## src/rtl/counter_pkg.sv

```systemverilog
// counter_pkg: shared types and parameter legality helpers for the up/down counter family.
package counter_pkg;
    typedef enum logic {CNT_WRAP = 1'b0, CNT_SAT = 1'b1} cnt_mode_e;
    localparam int DEFAULT_WIDTH = 4;
    localparam int MIN_WIDTH = 2;
    localparam int MAX_WIDTH = 31;
    function automatic bit params_ok(input int width, input longint max_val);
        return width >= MIN_WIDTH && width <= MAX_WIDTH && max_val >= 1 &&
               max_val <= (longint'(1) << width) - 1;
    endfunction
endpackage

```

## src/rtl/counter_step_alu.sv

```systemverilog
// counter_step_alu: combinational next-count for one enabled step, with boundary crossing detection.
module counter_step_alu
    import counter_pkg::*;
#(
    parameter int WIDTH = DEFAULT_WIDTH
) (
    input  logic [WIDTH-1:0] i_count,
    input  logic [WIDTH-1:0] i_step,
    input  logic             i_up_down,
    input  logic [WIDTH-1:0] i_max_val,
    input  cnt_mode_e        i_mode,
    output logic [WIDTH-1:0] o_next_count,
    output logic             o_crossed_up,
    output logic             o_crossed_down
);
    localparam logic [WIDTH-1:0] ONE = WIDTH'(1);
    logic [WIDTH:0]   w_sum;
    logic             w_over;
    logic             w_under;
    logic [WIDTH-1:0] w_up_val;
    logic [WIDTH-1:0] w_dn_val;
    assign w_sum   = {1'b0, i_count} + {1'b0, i_step};
    assign w_over  = w_sum > {1'b0, i_max_val};
    assign w_under = i_step > i_count;
    // Wrapped results always land in 0..max, so modular WIDTH-bit arithmetic is exact here.
    assign w_up_val = w_over ? ((i_mode == CNT_SAT) ? i_max_val : i_count + i_step - i_max_val - ONE)
                             : w_sum[WIDTH-1:0];
    assign w_dn_val = w_under ? ((i_mode == CNT_SAT) ? '0 : i_count - i_step + i_max_val + ONE)
                              : i_count - i_step;
    always_comb begin
        o_next_count   = i_up_down ? w_up_val : w_dn_val;
        o_crossed_up   = i_up_down & w_over;
        o_crossed_down = ~i_up_down & w_under;
    end
endmodule

```

## src/rtl/param_up_down_counter.sv

```systemverilog
// param_up_down_counter: up/down counter with configurable modulus, step, wrap/saturate and sticky boundary flags.
module param_up_down_counter
    import counter_pkg::*;
#(
    parameter int WIDTH    = DEFAULT_WIDTH,
    parameter int MAX_VAL  = (1 << WIDTH) - 1,
    parameter bit SATURATE = 1'b0
) (
    input  logic             clk,
    input  logic             rst,
    input  logic             clr,
    input  logic             load_en,
    input  logic [WIDTH-1:0] load_value,
    input  logic             en,
    input  logic             up_down,
    input  logic [WIDTH-1:0] step,
    output logic [WIDTH-1:0] count,
    output logic             at_zero,
    output logic             at_max,
    output logic             wrap_pulse,
    output logic             ovf_sticky,
    output logic             udf_sticky
);
    localparam logic [WIDTH-1:0] MAX  = WIDTH'(MAX_VAL);
    localparam cnt_mode_e        MODE = SATURATE ? CNT_SAT : CNT_WRAP;

    if (!params_ok(WIDTH, MAX_VAL)) begin : g_bad_params
        $error("param_up_down_counter: need WIDTH >= 2 and 1 <= MAX_VAL <= 2**WIDTH-1");
    end

    logic [WIDTH-1:0] r_count;
    logic             r_wrap;
    logic             r_ovf;
    logic             r_udf;
    logic [WIDTH-1:0] w_step;
    logic [WIDTH-1:0] w_load;
    logic [WIDTH-1:0] w_next;
    logic             w_up;
    logic             w_down;

    assign w_step = (step > MAX) ? MAX : step;
    assign w_load = (load_value > MAX) ? MAX : load_value;

    counter_step_alu #(.WIDTH(WIDTH)) u_alu (
        .i_count       (r_count),
        .i_step        (w_step),
        .i_up_down     (up_down),
        .i_max_val     (MAX),
        .i_mode        (MODE),
        .o_next_count  (w_next),
        .o_crossed_up  (w_up),
        .o_crossed_down(w_down)
    );

    always_ff @(posedge clk or posedge rst) begin
        if (rst) begin
            r_count <= '0;
            r_wrap  <= 1'b0;
            r_ovf   <= 1'b0;
            r_udf   <= 1'b0;
        end else if (clr) begin
            r_count <= '0;
            r_wrap  <= 1'b0;
            r_ovf   <= 1'b0;
            r_udf   <= 1'b0;
        end else if (load_en) begin
            r_count <= w_load;
            r_wrap  <= 1'b0;
        end else if (en) begin
            r_count <= w_next;
            r_wrap  <= w_up | w_down;
            r_ovf   <= r_ovf | w_up;
            r_udf   <= r_udf | w_down;
        end else begin
            r_wrap  <= 1'b0;
        end
    end

    assign count      = r_count;
    assign at_zero    = r_count == '0;
    assign at_max     = r_count == MAX;
    assign wrap_pulse = r_wrap;
    assign ovf_sticky = r_ovf;
    assign udf_sticky = r_udf;
endmodule

```

## config.mk

```make
export PLATFORM = sky130hd
export DESIGN_NAME = param_up_down_counter
export DESIGN_NICKNAME = d
export VERILOG_FILES = /design/src/rtl/counter_pkg.sv /design/src/rtl/counter_step_alu.sv /design/src/rtl/param_up_down_counter.sv
export SDC_FILE = /design/constraint.sdc
export NUM_CORES = 1
export LEC_CHECK = 0
export CORE_MARGIN = 2
export CORE_UTILIZATION = 40
export DETAILED_ROUTE_END_ITERATION = 7
export PLACE_DENSITY = 0.81
export SLEW_MARGIN = 0
export SYNTH_ARGS = -nofsm -noshare
export SYNTH_HDL_FRONTEND = slang
export SYNTH_SLANG_ARGS = --single-unit
```

## constraint.sdc

```tcl
create_clock -name clk -period 1.7 [get_ports clk]
set_input_delay 0.255 -clock clk [delete_from_list [all_inputs] [get_ports clk]]
set_output_delay 0.255 -clock clk [all_outputs]
set_load 0.05 [all_outputs]
```

## Yosys cells after proc, flatten, opt, wreduce, memory -nomap -nowiden

Cells that the tools add are included.

| word-level totals | value |
|---|---|
| register bits after elaboration | 7 |
| ROM bits | 0 |
| word-level logic and storage cells | 44 |
| memory bits (writable) | 0 |
| output and inout port bits | 9 |
| latch bits | 0 |
| memories | 0 |

| operators by class | value |
|---|---|
| order comparisons | 4 |
| mux-type cells | 17 |
| shift-type cells | 0 |
| multipliers | 0 |
| reductions and logical operators | 4 |
| div/mod/pow operators | 0 |
| add/sub/neg operators | 7 |
| equality and inequality tests | 2 |
| bitwise logic cells | 6 |

Operator list:

| kind | count |
|---|---|
| 4-bit two-way mux | 8 |
| 1-bit two-way mux | 9 |
| 4-bit greater-than comparator (second input constant) | 2 |
| 4-bit by 4-bit adder with 5-bit output | 1 |
| 5-bit by 4-bit greater-than comparator with 1-bit output (second input constant) | 1 |
| 4-bit by 1-bit adder with 4-bit output (second input constant) | 1 |
| 4-bit adder | 1 |
| 4-bit adder (second input constant) | 1 |
| 4-bit equality test (second input constant) | 1 |
| 4-bit greater-than comparator | 1 |
| 4-bit logical NOT | 1 |
| 4-bit by 1-bit subtractor with 4-bit output (second input constant) | 1 |
| 4-bit subtractor | 1 |
| 4-bit subtractor (second input constant) | 1 |
| 1-bit OR | 3 |
| 3-bit nonzero test | 1 |
| 1-bit bitwise AND | 2 |
| 2-bit inequality test (second input constant) | 1 |
| 2-bit AND reduction | 1 |
| 2-bit nonzero test | 1 |
| 1-bit inverter | 1 |

## Depth between registers and ports, before layout

| logic depth | value |
|---|---|
| depth after elaboration | 10 |
| mapped depth | 8 |
| mapped depth without buffers | 8 |

## Modules after synthesis

From an unflattened synthesis, not the netlist that was laid out.

| second synthesis, totals | value |
|---|---|
| cells, all modules | 135 |
| area, all modules | 1,193.6 um2 |

By module, submodules not included:

| module | area each (um2) | instances | cells an instance | seq. area each (um2) |
|---|---|---|---|---|
| counter_step_alu | 832.0 | 1 | 101 | 0.0 |
| param_up_down_counter | 361.6 | 1 | 34 | 175.2 |

## Worst setup path after synthesis

No wires, ideal clock.

| timing | value |
|---|---|
| kind | reg2out |
| start | register r_count[3], in the netlist count[3] |
| end | output at_zero |
| required time | 1.445 ns |
| path slack | -0.759 ns |
| arrival | 2.204 ns |
| buffers on the path | 0 |
| stages on the path, launching flop included | 2 |
| cells stage by stage | dfrtp_1 -> nor4_1 |

| on the way | value |
|---|---|
| cells in the longest elaborated chain, start to end | 1 |

RTL lines:

| item | line | text |
|---|---|---|
| start: declaration | param_up_down_counter.sv:31 | `logic [WIDTH-1:0] r_count;` |
| start signal: assignment | param_up_down_counter.sv:67 | `r_count <= w_load;` |
| start signal: assignment | param_up_down_counter.sv:70 | `r_count <= w_next;` |
| 4-bit logical NOT | param_up_down_counter.sv:80 | `assign at_zero = r_count == '0;` |
| end: declaration | param_up_down_counter.sv:18 | `output logic at_zero,` |

No other way between the ends.

## Final worst setup path

| timing | value |
|---|---|
| start | register r_count[0], in the netlist count[0] |
| end | register r_count[2], in the netlist count[2] |

| on the way | value |
|---|---|
| cells in the longest elaborated chain, start to end | 8 |
| elaborated cells between the ends (all ways) | 15 |
| classes of those cells | 7 x add/sub; 2 x order compare; 6 x mux |

RTL lines:

| item | line | text |
|---|---|---|
| 4-bit subtractor or 4-bit adder (tied branches) | counter_step_alu.sv:28, counter_step_alu.sv:29, counter_step_alu.sv:26 |  |
| 4-bit adder or 4-bit subtractor (tied branches) | counter_step_alu.sv:28, counter_step_alu.sv:26 |  |
| 4-bit by 1-bit adder with 4-bit output or 4-bit by 1-bit subtractor with 4-bit output (tied branches) | counter_step_alu.sv:28, counter_step_alu.sv:26 |  |
| 4-bit two-way mux (on tied branches) | counter_step_alu.sv:28, counter_step_alu.sv:26 |  |
| 4-bit two-way mux * | counter_step_alu.sv:31 | `o_next_count = i_up_down ? w_up_val : w_dn_val;` |
| 4-bit two-way mux * | param_up_down_counter.sv:69 | `end else if (en) begin` |
| 4-bit two-way mux * | param_up_down_counter.sv:66 | `end else if (load_en) begin` |
| 4-bit two-way mux * | param_up_down_counter.sv:61 | `end else if (clr) begin` |

Mark *: on every way between the ends. The rest lies on a longest branch, timed or not. The select of a mux whose other input is x is not followed.
A chain may end at the register's enable or synchronous reset.

==> results.toml <==
[placement]
hpwl_um = 1390
gp_congestion = 0.830
place_ws_ns = -0.406
portBuffers = 22
dp.cells = 125

[yosys]
synth_nets = 100
yosys_register_bits = 7
synth.top_cell.area_share_pct = 25.7
ys_seq_area_share_pct = 25.7
syn_area_um2 = 681
synth_cell_types = 28
yosys_warnings = 0
synthTopCellsByCount = "nor2_1 (11), inv_1 (9), ha_1 (8), dfrtp_1 (7), nor3_1 (6)"
asyncSetResetFlopFracSynth_pct = 100
ys.flop_type = "dfrtp_1"
synth_most_common_cell = "nor2_1"
syn_avg_cell_area_um2 = 8.96
synth_top_cells_by_area = "dfrtp_1 (26%), ha_1 (15%), mux2i_1 (7.4%), nor2_1 (6.1%), fa_1 (5.9%)"
synth_area_leader_cell = "dfrtp_1"
synth_cells = 76
synth_edf_count = 0

[clock_tree]
cts_tree = "built"
cts_sinks = 7
numCtsBuffers = 3
path_clk_slew_ns = 0.06
cts_root_buf = "clkbuf_4"
postCtsHoldBufs = 0
htreeDepth = 1
cts.path.max_buffers = 2
clk_latency_ns = 0.27

[sta]
slew_headroom_pct = 76.1
tightest_slew_ns = 0.355
fin_setup_tns_ns = -0.00325
rsz0062_at_grt = "true"
layout_setup_ws_ns = -0.00325
setup_viol = 1
timing.final.crit_period_ns = 1.70
period_share_pct = 100
final_hold_viol_count = 0
slew_violations = 0
skew_ns = 0.00474
fmax_mhz = 587

[setup_path]
endpoint_kind = "register"
cp_slowest_cell = "dfrtp_2"
start_kind = "register"
cp_max_fo = 3
path_buf_inv = 2
cpLargestDelayFamily = "adder cells"
crit_type = "register to register"
path_cells = "inv_2 -> ha_4 -> inv_2 -> fa_2 -> mux2i_1 -> xnor2_1 -> mux2i_1 -> a211oi_1"
critPathLaunch = "count[0]"
slowest_delay_ns = 0.43
arrival_ns = 1.88
r2r_start = "count[0]"
crit_required_ns = 1.87
r2r-end = "count[2]"
r2r_slack_ns = -0.003
reg2reg_depth = 8

[die]
die_height_um = 45.3
die_area_um2 = 2050
start_util_pct = 43.7
core_um2 = 1560
io_pins = 23
fp.dieW_um = 45.3
rows = 14

[grt]
grt_antenna_before_repair = 0
first_global_vias = 675
grt_usage_pct = 19.7
grt_max_degree = 8
grt-ovfl-total = 0
grt_first_pass_wirelength_um = 2880

[layout]
diodes = 0
syn_to_final_growth_pct = 64.7
instances_no_fill = 130
nets = 139
drive_above_1_share_pct = 42.1

[min_path]
hp-class = "input port to async pin"

[detailed_routing]
wl_um = 1770
antenna_left = 0
wl_per_cell_um = 13.6
vias = 693
dr.pass1.iters = 4
drt_iter0_drc = 7
vias_per_cell = 5.33
drc = 0

[power_and_ir_drop]
p_leak_nw = 0.538
p_comb_share_pct = 50.5
clkPwrFrac_pct = 22.7
p_per_area_nw_per_um2 = 656
p_seq_share_pct = 26.8
irDropWorstVdd_uv = 433
internal_power_mw = 0.452
power_switching_mw = 0.283
swShare_pct = 38.6

[run_status]
status = "complete, but fails checks"
failed_checks = "setup timing"

[flow_run]
max_cap_viol_count = 0
==> routing by layer <==
metal / vias to the layer above / global-route usage [%] / routed length, um
met1: 329 / 23.9 / 807
met2: 22 / 34.3 / 832
met5: - / 0 / 0
met4: 0 / 8.82 / 33
met3: 5 / 2.80 / 95
li1: 337 / - / -
==> cell type report <==
| cell class | count | area (um2) |
|---|---|---|
| multi-input cells | 56 | 515 |
| fillers | 128 | 438 |
| repair buffers | 38 | 344 |
| flip-flops and latches | 7 | 181 |
| inverters | 9 | 33.8 |
| clock buffers | 4 | 26.3 |
| well taps | 16 | 20.0 |
==> placed cells by master (no fill, tap or decap), drive strengths merged, types with 4 or more instances in the layout <==
cell type and n:
a21oi 4, buf 25, clkbuf 4, clkdlybuf4s50 11, dfrtp 7, ha 8, inv 9, mux2i 5
nor2 11, nor3 6
==> worst reg2reg max path: cells and delay by family (launching register included) <==
family,cells,cell delay [ns]
buf+inv,2,0.13
fa+ha+maj,2,0.45
compound gates,1,0.21
xor+xnor,1,0.14
mux,2,0.25
flops,1,0.43
==> stage by stage <==
stage / hold WS, ns / power [mW] / utilization (%) / cell area [um2]
finish: 0.217 / 0.735 / 71.9 / 1120
global route: 0.254 / 0.778 / 71.9 / 1120
CTS: 0.230 / 0.725 / 69.9 / 1090
detailed placement: 0.514 / 0.557 / 68.1 / 1060
global placement: 0.500 / 0.548 / 68.1 / 1060
floorplan: 0.0583 / 0.412 / - / 744
==> registers in the layout, indices dropped and copies added (netlist names) <==
register    count
ovf_sticky      1
count           4
udf_sticky      1
wrap_pulse      1
==> power by group through the flow <==
stage	Sequential [mW]	Clock [mW]	Combinational [mW]
floorplan	0.250	0	0.161
global placement	0.198	0	0.350
detailed placement	0.199	0	0.358
CTS	0.196	0.168	0.361
global route	0.199	0.178	0.401
finish	0.197	0.167	0.371
==> timing repair <==
action | in CTS | in global routing
gates resized for setup | 3 | 4
setup buffers | 0 | 1
cloned | 0 | 0
setup endpoints to repair | 6 | 5
pin swaps | 1 | 0
hold endpoints to repair | 0 | 0
==> logic make-up after synthesis <==
family | Yosys count | synth area share, %
fa+ha+maj | 10 | 20.6
mux | 5 | 7.35
compound gates | 15 | 16.2
xor+xnor | 1 | 1.29
simple gates | 25 | 18.2
flops | 7 | 25.7
buf+inv | 13 | 10.7
==> worst max path at each step <==
| stage | end | cells after the start |
|---|---|---|
| finish | count[2] | 8 |
| global route | count[2] | 8 |
| floorplan | at_zero | 1 |
| detailed placement | wrap_pulse | 8 |
| CTS | count[2] | 8 |
| global placement | wrap_pulse | 8 |
Power figures use the tool's default switching activity.
